==> src/rtl/fb_write_responder.sv <==
// fb_write_responder
//   Responder end of the frame-buffer write bus. Each frame it grants the bus
//   to write sources 0..MAX_WRITE_SOURCE in order, accepts their pixel stream,
//   drops transparent / off-screen pixels and issues registered write strobes
//   to the back bank of a double-buffered pixel RAM. The display bank swaps on
//   the first frame pulse seen after a completed pass.
// Ports:
//   clk, resetN            pixel clock, async active-low reset
//   frame                  one-cycle pulse at start of vertical blank
//   write_color_data/_transparent/_x_addr/_y_addr/_active
//                          pixel bus from the granted source
//   write_awaited          responder is taking pixels from the granted source
//   write_source_sel       index of the granted source
//   ram_wr_en/_addr/_data  one-cycle write strobe into pixel RAM
//   ram_wr_bank            bank being written (inverse of display_bank)
//   display_bank           bank the screen reader uses
//   frame_overrun          sticky: frame pulse arrived during a pass
module fb_write_responder #(
  parameter int MAX_WRITE_SOURCE = 1,
  parameter int COLOR_DEPTH      = 9,
  parameter int SCREEN_WIDTH     = 640,
  parameter int SCREEN_HEIGHT    = 480,
  parameter int START_TIMEOUT    = 16,
  localparam int SEL_W = (MAX_WRITE_SOURCE > 0) ? $clog2(MAX_WRITE_SOURCE + 1) : 1
) (
  input  logic                   clk,
  input  logic                   resetN,
  input  logic                   frame,
  input  logic [COLOR_DEPTH-1:0] write_color_data,
  input  logic                   write_transparent,
  input  logic [31:0]            write_x_addr,
  input  logic [31:0]            write_y_addr,
  input  logic                   write_active,
  output logic                   write_awaited,
  output logic [SEL_W-1:0]       write_source_sel,
  output logic                   ram_wr_en,
  output logic [18:0]            ram_wr_addr,
  output logic [COLOR_DEPTH-1:0] ram_wr_data,
  output logic                   ram_wr_bank,
  output logic                   display_bank,
  output logic                   frame_overrun
);

  localparam int CNT_W = $clog2(START_TIMEOUT + 1);

  typedef enum logic [1:0] {
    WAIT_FRAME,
    GRANT,
    STREAM,
    DONE
  } state_t;

  state_t                 state_q, state_d;
  logic [SEL_W-1:0]       sel_q, sel_d;
  logic [CNT_W-1:0]       cnt_q, cnt_d;
  logic                   display_bank_q, display_bank_d;
  logic                   frame_overrun_q, frame_overrun_d;
  logic                   write_awaited_q, write_awaited_d;
  logic [SEL_W-1:0]       write_source_sel_q, write_source_sel_d;
  logic                   ram_wr_en_q, ram_wr_en_d;
  logic [18:0]            ram_wr_addr_q, ram_wr_addr_d;
  logic [COLOR_DEPTH-1:0] ram_wr_data_q, ram_wr_data_d;
  logic                   accept;
  logic                   advance;

  always_comb begin
    state_d         = state_q;
    sel_d           = sel_q;
    cnt_d           = cnt_q;
    display_bank_d  = display_bank_q;
    frame_overrun_d = frame_overrun_q;
    accept          = 1'b0;
    advance         = 1'b0;

    case (state_q)
      WAIT_FRAME: begin
        if (frame) begin
          state_d = GRANT;
          sel_d   = '0;
          cnt_d   = '0;
        end
      end
      GRANT: begin
        if (frame) frame_overrun_d = 1'b1;
        if (write_active) begin
          accept  = 1'b1;
          state_d = STREAM;
        end else if (cnt_q == CNT_W'(START_TIMEOUT - 1)) begin
          advance = 1'b1;
        end else begin
          cnt_d = cnt_q + 1'b1;
        end
      end
      STREAM: begin
        if (frame) frame_overrun_d = 1'b1;
        if (write_active) accept  = 1'b1;
        else              advance = 1'b1;
      end
      DONE: begin
        if (frame) begin
          display_bank_d = ~display_bank_q;
          sel_d          = '0;
          cnt_d          = '0;
          state_d        = GRANT;
        end
      end
      default: state_d = WAIT_FRAME;
    endcase

    // Advance is shared by the timeout skip and the end of a stream.
    if (advance) begin
      if (sel_q < SEL_W'(MAX_WRITE_SOURCE)) begin
        sel_d   = sel_q + 1'b1;
        cnt_d   = '0;
        state_d = GRANT;
      end else begin
        state_d = DONE;
      end
    end
  end

  // Handshake outputs lag the state register by one cycle.
  always_comb begin
    write_awaited_d    = (state_q == GRANT) || (state_q == STREAM);
    write_source_sel_d = sel_q;
  end

  always_comb begin
    ram_wr_en_d   = accept && !write_transparent &&
                    (write_x_addr < 32'(SCREEN_WIDTH)) &&
                    (write_y_addr < 32'(SCREEN_HEIGHT));
    ram_wr_addr_d = ram_wr_addr_q;
    ram_wr_data_d = ram_wr_data_q;
    if (ram_wr_en_d) begin
      ram_wr_addr_d = 19'(write_y_addr * 32'(SCREEN_WIDTH) + write_x_addr);
      ram_wr_data_d = write_color_data;
    end
  end

  always_ff @(posedge clk or negedge resetN) begin
    if (!resetN) begin
      state_q            <= WAIT_FRAME;
      sel_q              <= '0;
      cnt_q              <= '0;
      display_bank_q     <= 1'b0;
      frame_overrun_q    <= 1'b0;
      write_awaited_q    <= 1'b0;
      write_source_sel_q <= '0;
      ram_wr_en_q        <= 1'b0;
      ram_wr_addr_q      <= '0;
      ram_wr_data_q      <= '0;
    end else begin
      state_q            <= state_d;
      sel_q              <= sel_d;
      cnt_q              <= cnt_d;
      display_bank_q     <= display_bank_d;
      frame_overrun_q    <= frame_overrun_d;
      write_awaited_q    <= write_awaited_d;
      write_source_sel_q <= write_source_sel_d;
      ram_wr_en_q        <= ram_wr_en_d;
      ram_wr_addr_q      <= ram_wr_addr_d;
      ram_wr_data_q      <= ram_wr_data_d;
    end
  end

  assign write_awaited    = write_awaited_q;
  assign write_source_sel = write_source_sel_q;
  assign ram_wr_en        = ram_wr_en_q;
  assign ram_wr_addr      = ram_wr_addr_q;
  assign ram_wr_data      = ram_wr_data_q;
  assign display_bank     = display_bank_q;
  assign ram_wr_bank      = ~display_bank_q;
  assign frame_overrun    = frame_overrun_q;

endmodule

==> config.mk <==
export PLATFORM = sky130hd
export DESIGN_NAME = fb_write_responder
export DESIGN_NICKNAME = d
export VERILOG_FILES = /design/src/rtl/fb_write_responder.sv
export SDC_FILE = /design/constraint.sdc
export NUM_CORES = 1
export LEC_CHECK = 0
export CELL_PAD_IN_SITES_DETAIL_PLACEMENT = 1
export CELL_PAD_IN_SITES_GLOBAL_PLACEMENT = 2
export CORE_UTILIZATION = 28
export CTS_CLUSTER_DIAMETER = 120
export DETAILED_ROUTE_END_ITERATION = 16
export GPL_TIMING_DRIVEN = 0
export HOLD_SLACK_MARGIN = 0.15
export PLACE_DENSITY = 0.9
export SLEW_MARGIN = 10
export SYNTH_ARGS = -nofsm -noshare
export SYNTH_HDL_FRONTEND = slang
export SYNTH_SLANG_ARGS = --single-unit
==> constraint.sdc <==
create_clock -name clk -period 4.4 [get_ports clk]
set_input_delay 0.66 -clock clk [delete_from_list [all_inputs] [get_ports clk]]
set_output_delay 0.66 -clock clk [all_outputs]
set_load 0.005 [all_outputs]
* Word-level counts from Yosys, hierarchy flattened
Cells that the tools add are included.
Cells by class: add/sub/neg operators 3, multiply operators 1, order comparisons 3, equal/unequal tests 6, multiplexer cells 21, bitwise logic cells 1, reductions and logical operators 12
Operators with widths (count):
- $lt 32x10->1 const B | 1
- $lt 32x9->1 const B | 1
- $mul 32x3->12 const B | 1
- $mux 5 | 5
- $add 19x19->19 | 1
- $pmux 5 s2 | 1
- $mux 1 | 9
- $mux 2 | 4
- $add 5x1->5 const B | 1
- $eq 5x4->1 const B | 1
- $eq 2x2->1 const B | 2
- $pmux 2 s2 | 1
- $reduce_and 2->1 | 2
- $reduce_or 2->1 | 2
- $logic_and 1x1->1 | 3
- $ne 3x1->1 const B | 1
- $ne 3x3->1 const B | 1
- $reduce_and 3->1 | 1
- $reduce_bool 3->1 | 1
- $eq 2x1->1 const B | 1
- $logic_not 2->1 | 1
- $pmux 1 s2 | 1
- $add 1x1->1 const B | 1
- $logic_not 1->1 | 1
- other kinds (3) | 3
Storage, ports and cells: register bits 41, bits of input ports 78, output and inout bits 34, word-level logic and storage cells 57

* Logic depth before layout (Yosys ltp)
depth in word-level cells 6, mapped depth 16, depth with buffers taken out 16

* Worst setup path after synthesis
No wires, ideal clock.
kind in2reg, start point input port write_y_addr[2], end point register ram_wr_addr_q[18] (netlist: ram_wr_addr[18]), library setup time 0.138 ns, arrival 3.326 ns, data required time 4.262 ns, path slack 0.937 ns, cell stages on the path 15, buffers on the path 0, cells stage by stage ha_1 ha_1 a21o_1 a21oi_1 nor2b_1 o21a_1 o41ai_1 xnor2_1 ha_1 nand3_1 nor4_1 nor2_1 and3_1 o221ai_1 o311ai_1
On the way: word-level cells in the longest chain between the ends 2, elaborated cells on any way between the ends 4, those cells by class add/sub (1); mul (1); order compare (1); reduce/logical (1)
RTL lines:
- from (decl) | line 32 | input logic [31:0] write_y_addr,
- $mul 32x3->12 / $lt 32x9->1 (equally long branches) | line 135, 131
- $add 19x19->19 / $logic_and 1x1->1 (equally long branches) | line 135, 130
- to (signal assigned) | line 161 | ram_wr_addr_q <= ram_wr_addr_d;
- to (decl) | line 61 | logic [18:0] ram_wr_addr_q, ram_wr_addr_d;
Several ways; a longest one is shown, not always the timed one. A chain may end at the register's enable or synchronous reset.

* Worst setup path in the final report
Ends and elaborated chain as after synthesis.

==> impl_metrics.csv <==
group,metric,value,unit
floorplan,fp-row-count,36,
sta,final.period_utilization,0.911,
critical_path,end_kind,"flop",
critical_path,critPathKind,"primary input to flop",
grt,grt_pass1_vias,2855,
critical_path,worstSetupEndpoint,"ram_wr_addr[18]$_DFFE_PN0P_",
sta,setup_viol,0,
floorplan,initial_core_util,0.288,
drt,wire_per_inst,15.4,um
critical_path,crit_fanout,6,
synthesis,synth_top_area_frac,0.368,
grt,grt_usage,0.164,
pwr,p_leak,1.81,nW
synthesis,yosys_register_bits,41,
synthesis,synth_area_leaders,"dfrtp_1, ha_1, mux2_2",
critical_path,critPathLaunch,"write_y_addr[2]",
pwr,p_total,0.00123,W
critical_path,max_stage_delay,0.46,ns
clocking,hold_buffers,0,
critical_path,slowest_stage,"clkdlybuf4s50_1",
floorplan,die_y,102,um
sta,finalSetupTns,0,ns
placement,gp_congestion,0.794,
synthesis,synth_nets,381,
critical_path,path_cells,"clkdlybuf4s50_1 > ha_1 > ha_1 > a21o_1 > a21oi_1 > nor2b_1 > o21a_1 > o41ai_1 > xnor2_1 > ha_1 > nand3_1 > nor4_1 > nor2_1 > and3_1 > o221ai_1 > o311ai_1",
synthesis,netlist_instances,267,
critical_path,required,4.56,ns
sta,skew,0.00495,ns
clocking,cts_tree,"yes",
outcome,outcome,"finished, final reports clean",
finish,area_growth,49.8,%
finish,fillerInstances,1118,
drt,drt_iter0_markers,51,
synthesis,synth_area,2790,um^2
finish,diodes,0,
synthesis,yosys_most_used_dff,"dfrtp_1",
pwr,p_per_area,295,nW/um^2
placement,io_buffer_count,111,
critical_path,r2r-start,"state_q[0]$_DFFE_PN0P_",
clocking,cts_buffers,5,
grt,grt_max_degree,22,
sta,drv_slew,0,
critical_path,startpoint_type,"primary input",
synthesis,yosys_warnings,0,
sta,grt_setup_unrepaired,"no",
floorplan,core_area,9680,um^2
clocking,clock_path_buffers,2,
critical_path,cp_common_cell,"ha_1",
clocking,clkLatencyLatePin,0.29,ns
sta,finalHoldViolCount,0,
floorplan,die_area,10400,um^2
clocking,clock-root-buffer,"clkbuf_8",
hold_path,hold_class,"primary input to async pin",
drt,drt-total-wl,8.00,mm
drt,post_drt_via_cell_ratio,4.91,
floorplan,pin_count,112,
sta,holdWs,0.343,ns
synthesis,ys_async_sr_fraction,1.00,
synthesis,synth_cell_type_count,42,
grt,antenna_found_initial,0,
sta,period_needed,4.01,ns
critical_path,r2r-end,"ram_wr_addr[2]$_DFFE_PN0P_",
critical_path,cp.arrival,4.17,ns
synthesis,syn_area_per_cell,10.4,um^2
drt,ant_nets,0,
placement,dp_hpwl,6.66,mm
clocking,clkSinkCount,41,
clocking,ctsResizeCount,0,
drt,route.detailed.drc,0,
grt,grt_remaining_overflow,0,
finish,nNetsFinal,500,
sta,fmax,249,MHz
clocking,postCtsSetupRepairBufs,0,
synthesis,synth_top_area_cell,"dfrtp_1",
synthesis,ys_seq_area_frac,0.368,
critical_path,rrSetupSlack,1.68,ns
finish,post_route_cells_drive_above_1_share,0.106,
sta,worstMarginPinSlew,0.546,ns
grt,grt_pass1_wl,13.2,mm
drt,firstDrtPassIters,4,
flow_run,maxCapViolCount,0,
floorplan,fp.dieW,102,um
sta,relSlewSlack,0.636,
critical_path,reg2regPathDepth,7,
clocking,cts_max_level,2,
drt,vias,2555,
synthesis,synth_edf_count,0,
clocking,path_clk_slew,0.08,ns
pwr,ir_drop,0.172,mV
-- cells in the mapped netlist (all sizes together), types with 2 or more instances --
library cell	instances
nor2b	9
nor3	3
dfrtp	41
nand4	6
o311ai	3
nand2b	5
a21oi	19
fa	2
buf	3
o21ai	10
xor2	2
mux2	25
nand3b	2
nand3	4
o31a	2
a22oi	3
xnor2	14
nand2	9
a31oi	3
ha	34
o21a	2
nor4	14
a21o	5
o21bai	4
nor2	12
inv	16
-- through the flow --
step	utilization	instance area, um^2	setup WS [ns]	std cells
2_1_floorplan	-	2790	0.937	267
3_3_place_gp	0.420	4060	0.170	511
3_5_place_dp	0.422	4090	0.0905	512
4_1_cts	0.431	4170	0.384	520
5_1_grt	0.431	4170	0.0846	520
6_report	0.431	4170	0.391	520
-- flip-flops by register name, indices dropped and copies added, names as in the netlist, 2 cells and up --
register / cells
cnt_q: 5
ram_wr_addr: 19
state_q: 2
ram_wr_data: 9
-- cell families (layout without fill, tap and decap cells) --
kind of cell / count (synthesis) / after routing / share of synthesized area
AO/OA/AOI/OAI: 57 / 57 / 0.131
XOR/XNOR: 16 / 16 / 0.0503
adder cells (fa/ha/maj): 36 / 36 / 0.167
buffers and inverters: 19 / 139 / 0.0270
flip-flops: 41 / 41 / 0.368
multiplexers: 26 / 26 / 0.105
AND/OR/NAND/NOR: 72 / 72 / 0.152
-- power by group --
part           leakage (nW)  switching (W)  internal (W)
sequential            0.551      0.0000284      0.000409
clock                0.0439       0.000136      0.000110
combinational          1.22       0.000280      0.000269
-- layer usage --
layer | share of wire | vias up | track usage | wire length, um
li1 | - | 1233 | - | -
met2 | 0.50 | 73 | 0.292 | 4000
met1 | 0.42 | 1240 | 0.193 | 3320
met5 | 0 | - | 0 | 0
met3 | 0.072 | 9 | 0.0483 | 573
met4 | 0.012 | 0 | 0.0390 | 99
-- worst max-delay path: cells and delay by family --
family          cells  cell delay [ns]
buf+inv             1             0.46
xor+xnor            1             0.12
compound gates      6             1.20
fa+ha+maj           3             1.05
simple gates        5             0.66
-- final cells by class --
| class | count | area, um^2 | share of cell area |
|---|---|---|---|
| multi-input cells | 207 | 1680 | 0.404 |
| repair buffers | 112 | 1130 | 0.272 |
| flip-flops and latches | 41 | 1030 | 0.246 |
| well taps | 133 | 166 | 0.0399 |
| clock buffers | 5 | 68.8 | 0.0165 |
| inverters | 16 | 60.1 | 0.0144 |
| clock inverters | 3 | 17.5 | 0.00420 |
| plain buffers | 3 | 15.0 | 0.00360 |
-- placed cells by master (no fill, tap or decap), types with 9 or more instances in the layout --
cell,count
a21oi_1,19
clkdlybuf4s50_1,110
dfrtp_1,41
ha_1,34
inv_1,16
mux2_2,25
nand2_1,9
nor2_1,12
nor2b_1,9
nor4_1,13
o21ai_0,10
xnor2_1,14
-- worst min-delay path by stage --
stage | from | end | slack (ns)
after global placement | sel_q$_DFF_PN0_ | write_source_sel$_DFF_PN0_ | 0.39
after floorplan | resetN | cnt_q[0]$_DFF_PN0_ | 0.36
final | resetN | ram_wr_data[3]$_DFFE_PN0P_ | 0.34
after detailed placement | sel_q$_DFF_PN0_ | write_source_sel$_DFF_PN0_ | 0.42
after global routing | resetN | ram_wr_data[0]$_DFFE_PN0P_ | 0.37
after CTS | resetN | ram_wr_data[3]$_DFFE_PN0P_ | 0.35
Note: power is estimated with default switching activity, not from simulation.
